--- src/rtl/wide_add_sequencer_if.sv ---
// Start/busy/done handshake and wide operand/result bus between a control FSM
// and the multi-precision adder sequencer.
interface wide_add_sequencer_if #(
    parameter int NUM_WORDS = 4
);
    localparam int W = 16 * NUM_WORDS;

    logic         start;
    logic [W-1:0] op_a;
    logic [W-1:0] op_b;
    logic         carry_in;
    logic         busy;
    logic         done;
    logic [W-1:0] result;
    logic         carry_out;

    modport master (
        output start, op_a, op_b, carry_in,
        input  busy, done, result, carry_out
    );

    modport slave (
        input  start, op_a, op_b, carry_in,
        output busy, done, result, carry_out
    );
endinterface

--- src/rtl/wide_add_sequencer.sv ---
// Multi-precision adder: one shared 16-bit ripple adder walks the operands
// LSW first, feeding each word's carry into the next.
module adder_16bit (
    input  logic [15:0] a,
    input  logic [15:0] b,
    input  logic        carry_in,
    output logic [15:0] sum,
    output logic        overflow
);
    logic [16:0] carry;

    assign carry[0] = carry_in;

    genvar gi;
    generate
        for (gi = 0; gi < 16; gi++) begin : g_bit
            assign sum[gi]      = a[gi] ^ b[gi] ^ carry[gi];
            assign carry[gi+1]  = (a[gi] & b[gi]) | (carry[gi] & (a[gi] ^ b[gi]));
        end
    endgenerate

    assign overflow = carry[16];
endmodule

module wide_add_sequencer #(
    parameter int NUM_WORDS = 4
) (
    input  logic                 clk,
    input  logic                 n_rst,
    wide_add_sequencer_if.slave  bus
);
    localparam int W     = 16 * NUM_WORDS;
    localparam int IDX_W = $clog2(NUM_WORDS);
    localparam logic [IDX_W-1:0] LAST_IDX = IDX_W'(NUM_WORDS - 1);

    typedef enum logic [1:0] {IDLE, ADD, DONE} state_t;

    state_t           state_reg, state_next;
    logic [W-1:0]     a_reg, b_reg, result_reg;
    logic [IDX_W-1:0] idx_reg;
    logic             carry_reg, carry_out_reg, busy_reg, done_reg;
    logic             accept, last_word;
    logic [15:0]      a_words [NUM_WORDS];
    logic [15:0]      b_words [NUM_WORDS];
    logic [15:0]      sum_word;
    logic             overflow;

    genvar gi;
    generate
        for (gi = 0; gi < NUM_WORDS; gi++) begin : g_word
            assign a_words[gi] = a_reg[16*gi +: 16];
            assign b_words[gi] = b_reg[16*gi +: 16];
        end
    endgenerate

    adder_16bit u_adder (
        .a        (a_words[idx_reg]),
        .b        (b_words[idx_reg]),
        .carry_in (carry_reg),
        .sum      (sum_word),
        .overflow (overflow)
    );

    assign last_word = (idx_reg == LAST_IDX);

    always_comb begin
        state_next = state_reg;
        accept     = 1'b0;
        case (state_reg)
            IDLE: begin
                if (bus.start) begin
                    accept     = 1'b1;
                    state_next = ADD;
                end
            end
            ADD: begin
                if (last_word) begin
                    state_next = DONE;
                end
            end
            DONE: begin
                // A start in the done cycle chains straight into the next add.
                if (bus.start) begin
                    accept     = 1'b1;
                    state_next = ADD;
                end else begin
                    state_next = IDLE;
                end
            end
            default: state_next = IDLE;
        endcase
    end

    always_ff @(posedge clk) begin
        if (!n_rst) begin
            state_reg     <= IDLE;
            busy_reg      <= 1'b0;
            done_reg      <= 1'b0;
            a_reg         <= '0;
            b_reg         <= '0;
            idx_reg       <= '0;
            carry_reg     <= 1'b0;
            carry_out_reg <= 1'b0;
            result_reg    <= '0;
        end else begin
            state_reg <= state_next;
            busy_reg  <= (state_next == ADD);
            done_reg  <= (state_next == DONE);
            if (accept) begin
                a_reg     <= bus.op_a;
                b_reg     <= bus.op_b;
                carry_reg <= bus.carry_in;
                idx_reg   <= '0;
            end else if (state_reg == ADD) begin
                carry_reg <= overflow;
                for (int i = 0; i < NUM_WORDS; i++) begin
                    if (idx_reg == IDX_W'(i)) begin
                        result_reg[16*i +: 16] <= sum_word;
                    end
                end
                if (last_word) begin
                    carry_out_reg <= overflow;
                end else begin
                    idx_reg <= idx_reg + 1'b1;
                end
            end
        end
    end

    assign bus.busy      = busy_reg;
    assign bus.done      = done_reg;
    assign bus.result    = result_reg;
    assign bus.carry_out = carry_out_reg;
endmodule

--- src/flat_wrapper.sv ---
// flat-port wrapper written by rule: the top's interface ports become plain ports
module wide_add_sequencer_flat 
#(
    parameter int NUM_WORDS = 4
)
  (clk, n_rst, bus_start, bus_op_a, bus_op_b, bus_carry_in, bus_busy, bus_done, bus_result, bus_carry_out);
  wide_add_sequencer_if #(.NUM_WORDS(NUM_WORDS)) bus_i ();
  input  logic clk;
  input  logic n_rst;
  input wire logic [$bits(bus_i.start)-1:0] bus_start;
  input wire logic [$bits(bus_i.op_a)-1:0] bus_op_a;
  input wire logic [$bits(bus_i.op_b)-1:0] bus_op_b;
  input wire logic [$bits(bus_i.carry_in)-1:0] bus_carry_in;
  output wire logic [$bits(bus_i.busy)-1:0] bus_busy;
  output wire logic [$bits(bus_i.done)-1:0] bus_done;
  output wire logic [$bits(bus_i.result)-1:0] bus_result;
  output wire logic [$bits(bus_i.carry_out)-1:0] bus_carry_out;
  assign bus_i.start = bus_start;
  assign bus_i.op_a = bus_op_a;
  assign bus_i.op_b = bus_op_b;
  assign bus_i.carry_in = bus_carry_in;
  assign bus_busy = bus_i.busy;
  assign bus_done = bus_i.done;
  assign bus_result = bus_i.result;
  assign bus_carry_out = bus_i.carry_out;
  wide_add_sequencer #(.NUM_WORDS(NUM_WORDS)) u_core (.clk(clk), .n_rst(n_rst), .bus(bus_i));
endmodule
--- config.mk ---
export PLATFORM = sky130hd
export DESIGN_NAME = wide_add_sequencer_flat
export DESIGN_NICKNAME = d
export VERILOG_FILES = /design/src/rtl/wide_add_sequencer_if.sv /design/src/rtl/wide_add_sequencer.sv /design/src/flat_wrapper.sv
export SDC_FILE = /design/constraint.sdc
export NUM_CORES = 1
export LEC_CHECK = 0
export ABC_AREA = 1
export BUFFER_PORTS_ARGS = -buffer_cell sky130_fd_sc_hd__buf_2
export CORE_MARGIN = 2
export CORE_UTILIZATION = 45
export CTS_CLUSTER_SIZE = 14
export DETAILED_ROUTE_END_ITERATION = 10
export HOLD_SLACK_MARGIN = 0.02
export PLACE_DENSITY = 0.76
export SETUP_SLACK_MARGIN = 0.2
export SLEW_MARGIN = 20
export SYNTH_ARGS = -nofsm -noshare
export SYNTH_HDL_FRONTEND = slang
export SYNTH_SLANG_ARGS = --single-unit
--- constraint.sdc ---
create_clock -name clk -period 9.55 [get_ports clk]
set_input_delay 1.91 -clock clk [delete_from_list [all_inputs] [get_ports clk]]
set_output_delay 1.91 -clock clk [all_outputs]
set_load 0.05 [all_outputs]
Word level (Yosys, flattened, before mapping)

Cells that the tools add are included.

Input port bits: 132
Output and inout port bits: 67
Flip-flop bits (word level): 200
Logic and storage cells: 129

Equal/unequal tests: 7
Multiplexer cells: 14
Bitwise operators: 84
Reduce and logical (&&, ||, !) cells: 10
Add/sub/neg operators: 1
$lt $le $gt $ge: 1

Operator list:

| cell                                                            | number |
|---|---|
| 16-bit binary-select mux with 2-bit select                      | 2 |
| 16-bit two-way mux                                              | 4 |
| 1-bit AND                                                       | 32 |
| 1-bit XOR                                                       | 32 |
| 1-bit bitwise OR                                                | 16 |
| 3-bit AND reduction                                             | 4 |
| 2-bit == test, second input constant                            | 4 |
| 2-bit by 1-bit == test with 1-bit output, second input constant | 3 |
| 2-bit case mux with 3 select lines                              | 1 |
| 1-bit two-way mux                                               | 5 |
| 2-bit logical NOT                                               | 2 |
| 2-bit two-way mux                                               | 2 |
| 2-bit OR reduction                                              | 2 |
| 3-bit >= comparator, second input constant                      | 1 |
| 1-bit inverter                                                  | 3 |
| 2-bit inverter with 3-bit output                                | 1 |
| 2-bit by 1-bit adder with 2-bit output, second input constant   | 1 |
| 2-bit AND reduction                                             | 1 |
| 2-bit nonzero test                                              | 1 |

Longest topological paths before layout

Depth in word-level cells: 39
Gate-level depth with buffers: 29
Mapped depth without buffers: 27

By module

A second synthesis with hierarchy kept.

Cell total of the unflattened synthesis: 1,279
Area total of the unflattened synthesis: 9,042.4 um2

By module, submodules not included:

| module             | cells each | area an instance (um2) | times used |
|---|---|---|---|
| wide_add_sequencer | 1,253      | 8,684.6                | 1 |
| adder_16bit        | 26         | 357.8                  | 1 |

Worst setup path after synthesis

OpenSTA, ideal clock, no wires.

Path type: reg2reg
Start: reg u_core.idx_reg[0]
End: reg u_core.result_reg[63] (netlist: u_core.bus.result[63])
Buffers on the path: 3
Setup slack: 2.186 ns
Setup time: 0.064 ns
Cell stages (with the launch flop): 29
Arrival: 7.300 ns
Cells stage by stage: dfxtp_1 > buf_4 > inv_2 > buf_6 > buf_6 > o211ai_1 > nand2_1 > fa_1 > fa_1 > fa_1 > fa_1 > fa_1 > fa_1 > fa_1 > fa_1 > fa_1 > fa_1 > fa_1 > fa_1 > fa_1 > inv_1 > fa_1 > inv_1 > fa_1 > inv_1 > fa_1 > inv_1 > nor2_1 > nor2_1

Word-level cells in the longest chain between the ends: 36

RTL lines:

| element                                                       | RTL line                                           | text |
|---|---|---|
| start: declaration                                            | wide_add_sequencer.sv:40                           | `logic [IDX_W-1:0] idx_reg;` |
| start signal: assignment                                      | wide_add_sequencer.sv:124                          | `idx_reg <= idx_reg + 1'b1;` |
| 2-bit inverter with 3-bit output (implied by the code)        | wide_add_sequencer.sv:57, wide_add_sequencer.sv:58 |  |
| 16-bit binary-select mux with 2-bit select (on tied branches) | wide_add_sequencer.sv:57, wide_add_sequencer.sv:58 |  |
| 16-bit two-way mux (on tied branches) (2 in series)           | wide_add_sequencer.sv:57, wide_add_sequencer.sv:58 |  |
| 1-bit XOR                                                     | wide_add_sequencer.sv:18                           | `assign carry[gi+1] = (a[gi] & b[gi]) \| (carry[gi] & (a[gi] ^ b[gi]));` |
| 1-bit AND                                                     | wide_add_sequencer.sv:18                           |  |
| 1-bit bitwise OR                                              | wide_add_sequencer.sv:18                           |  |
| 1-bit AND                                                     | wide_add_sequencer.sv:18                           |  |
| 1-bit bitwise OR                                              | wide_add_sequencer.sv:18                           |  |
| [... 19 more ...]                                             | n/a                                                |  |
| 1-bit bitwise OR                                              | wide_add_sequencer.sv:18                           |  |
| 1-bit AND                                                     | wide_add_sequencer.sv:18                           |  |
| 1-bit bitwise OR                                              | wide_add_sequencer.sv:18                           |  |
| 1-bit AND                                                     | wide_add_sequencer.sv:18                           |  |
| 1-bit bitwise OR                                              | wide_add_sequencer.sv:18                           |  |
| 1-bit AND                                                     | wide_add_sequencer.sv:18                           |  |
| 1-bit bitwise OR                                              | wide_add_sequencer.sv:18                           |  |
| 1-bit XOR                                                     | wide_add_sequencer.sv:17                           | `assign sum[gi] = a[gi] ^ b[gi] ^ carry[gi];` |
| end signal: indexed assignment                                | wide_add_sequencer.sv:118                          | `result_reg[16*i +: 16] <= sum_word;` |
| end: declaration                                              | wide_add_sequencer.sv:39                           | `logic [W-1:0] a_reg, b_reg, result_reg;` |

Several ways; a longest one is shown, not always the timed one. The select of a mux whose other input is x is not followed.
A chain may end at the register's enable or synchronous reset.

Final worst setup path

Start: reg u_core.idx_reg[0]
End: reg u_core.result_reg[47] (netlist: u_core.bus.result[47])

Same word-level chain as after synthesis.

==> key figures <==
Outcome
  • Status: complete, no violations

Pwr
  • Power Internal: 1360 uW
  • Sw power: 660 uW
  • Lkg Pwr: 0.00531 uW
  • Clock share of power: 34.1%
  • Switching part of the total: 32.6%
  • Peak VDD IR: 0.000131 V
  • Sequential power share: 46.0%
  • Combinational Power Share: 19.9%
  • P per Cell Area: 196 nW/um2

Clock network
  • CTS buffer count: 17
  • Clock buffer depth: 2
  • Clock tree sinks: 200
  • CTS tree: yes
  • CTS Hold Bufs: 0
  • Reg clk slew, reported paths: 0.07 ns
  • Setup bufs post-CTS: 0
  • Cts repair resizes: 0
  • CTS H-tree depth: 4
  • Clock root cell: clkbuf_16
  • Clock latency at the later pin of the worst-skew pair: 0.44 ns

Worst setup path
  • R2R depth: 26
  • Reg2Reg Launch Point: u_core.idx_reg[0]
  • CP Launch Type: flop
  • CP arrival: 8.40 ns
  • Crit path max fanout: 57
  • R2R Setup Slk: 1.53 ns
  • Setup crit start: u_core.idx_reg[0]
  • Worst setup path category: flop to flop
  • Critical Path Sink Type: flop
  • FF-to-FF End: u_core.bus.result[47]
  • CP Capture Point: u_core.bus.result[47]
  • Critical Path RT: 9.93 ns

Floorplan
  • Boundary Pins: 199
  • Rows: 51
  • Die ar.: 21000 um2
  • Die X: 145 um
  • Core Area: 19500 um2
  • Die height: 145 um
  • Starting density of the core: 45.9%

Detailed routing
  • Avg WL per Cell: 14.1 um
  • Initial drt markers: 598
  • # DRC: 0
  • DRT Pass-1 Iters: 5
  • Final ANT Viol Nets: 0
  • Routed vias: 8110
  • Vias/cell: 4.79
  • Post-Route WL: 23800 um

Cells and area
  • Design area: 10300 um2
  • Share of cells above drive strength 1: 17.1%
  • Multi-input gate area in the final layout: 3980 um2
  • Commonest non-fill, non-tap cell in the layout: nor2_1
  • Most frequent cells in the layout: nor2_1, nand2_1, dfxtp_1
  • Register area: 4010 um2
  • Final nets: 1566
  • Area grow syn2layout: 15.2%
  • Fillers: 1938

Placed design
  • Placer Congestion: 0.912
  • Placed cell area: 9740 um2
  • Port Buffer Count: 198
  • Dpl hpwl: 17100 um

STA
  • Tightest Pin Transition: 1.05 ns
  • Peak Freq: 0.125 GHz
  • Final Setup Violations: 0
  • RSZ-0062 raised after global routing: false
  • Endpoints failing hold: 0
  • Slew headroom: 29.9%
  • Post-layout min period: 8.02 ns
  • Worst Skew: 0.0108 ns
  • Period utilization: 84.0%
  • Slew Limit Fails: 0
  • Total negative setup slack: 0 ns

Logic synthesis
  • Synth warn: 0
  • Yosys top cell area share: 44.7%
  • Ranking of synthesized cells by area: dfxtp_1, nor2_1, nand2_1, o21ai_0, inv_1
  • Synth Register Bits: 200
  • Post-synthesis average cell area: 7.02 um2
  • Synth Cell Area: 8950 um2
  • Mapped Cells: 1275
  • Synth cell types: 22
  • Syn Nets: 1427
  • Largest area contributor in the netlist: dfxtp_1
  • Sequential fraction of the synthesis area: 44.7%

Global routing
  • Total GRT Usage: 22.4%
  • Global-route wire length before repair: 37600 um
  • Vias in the first global route: 7407
  • Gr ovfl total: 0
  • Antenna violations before repair: 0
  • Largest net degree at the start of global routing: 133

Run
  • Number of max-cap violations: 0

Min path
  • Hold Path Stages: 2
  • Worst Hold Class: flop to flop
-- synthesized netlist by cell type --
cell type  number
nand3_1        15
nand4_1         1
clkbuf_1       23
inv_2           2
fa_1           16
buf_6          28
buf_4          10
inv_1         104
nor2_4          1
nand2_1       212
nand3_2         1
o21ai_0       142
buf_1           1
a21oi_1         2
o21ai_1        15
buf_2          21
ha_1            4
nand2_4         1
clkinv_1        1
o211ai_1       28
dfxtp_1       200
nor2_1        447
-- logic make-up after synthesis --
logic type               after synthesis  synth area share [%]
AND/OR/NAND/NOR                      678                  28.9
flip-flops                           200                  44.7
buffers and inverters                190                  11.0
AO/OA/AOI/OAI                        187                  11.2
adder cells (fa/ha/maj)               20                  4.14
-- worst max-delay path, cell delays in order (launching register included) --
cell and delay, ns:
dfxtp_1 0.32, inv_2 0.64, buf_4 0.48, nand2_1 0.09, o211ai_1 0.09, nand2_1 0.11, fa_1 0.43, fa_1 0.40
fa_1 0.43, fa_1 0.41, fa_1 0.39, fa_1 0.39, fa_1 0.39, fa_1 0.39, fa_1 0.41, fa_1 0.40
fa_1 0.39, fa_1 0.37, inv_1 0.08, fa_1 0.17, inv_1 0.06, fa_1 0.35, inv_1 0.07, fa_1 0.40
inv_1 0.12, nor2_1 0.06, nor2_1 0.11
-- worst min-delay path by stage --
stage                    startpoint                   end  slack [ns]
6_report       u_core.bus.carry_out  u_core.bus.carry_out        0.48
5_1_grt        u_core.bus.carry_out  u_core.bus.carry_out        0.50
4_1_cts        u_core.bus.carry_out  u_core.bus.carry_out        0.48
3_5_place_dp   u_core.bus.carry_out  u_core.bus.carry_out        0.47
3_3_place_gp        u_core.b_reg[0]       u_core.b_reg[0]        0.46
2_1_floorplan       u_core.b_reg[0]       u_core.b_reg[0]        0.45
-- area by class of cell --
type                       instances  area share [%]
antenna                            1          0.0243
clock buffer                      17            4.12
clock inverter                    15            1.33
inverter                         107            3.89
multi-input combinational        885            38.6
sequential                       200            38.8
tap                              265            3.21
timing repair buffer             203            10.0
-- metrics by stage --
step	setup WS (ns)	hold slack, ns	power (uW)	std cells	utilization [%]
after floorplan	2.19	0.449	1220	1275	-
after global placement	1.75	0.457	1340	1660	49.8
after detailed placement	1.61	0.470	1350	1660	49.9
after CTS	1.54	0.480	2030	1692	52.8
after global routing	1.16	0.499	2110	1692	52.8
final	1.53	0.475	2020	1693	52.8
-- metal layers --
| metal | up-vias | GRT usage, % | wire length [um] |
|---|---|---|---|
| met5 | - | 0 | 0 |
| met4 | 0 | 7.35 | 590 |
| met3 | 34 | 4.50 | 1590 |
| met2 | 280 | 35.3 | 10500 |
| met1 | 3614 | 31.1 | 11200 |
| li1 | 4182 | - | - |
-- power groups by stage --
stage                     combinational [uW]  sequential [uW]  clock (uW)
after detailed placement                 401              948           0
after global routing                     445              937         733
after CTS                                403              929         699
after floorplan                          242              979           0
after global placement                   398              946           0
final                                    403              930         690
Power figures use the tool's default switching activity.
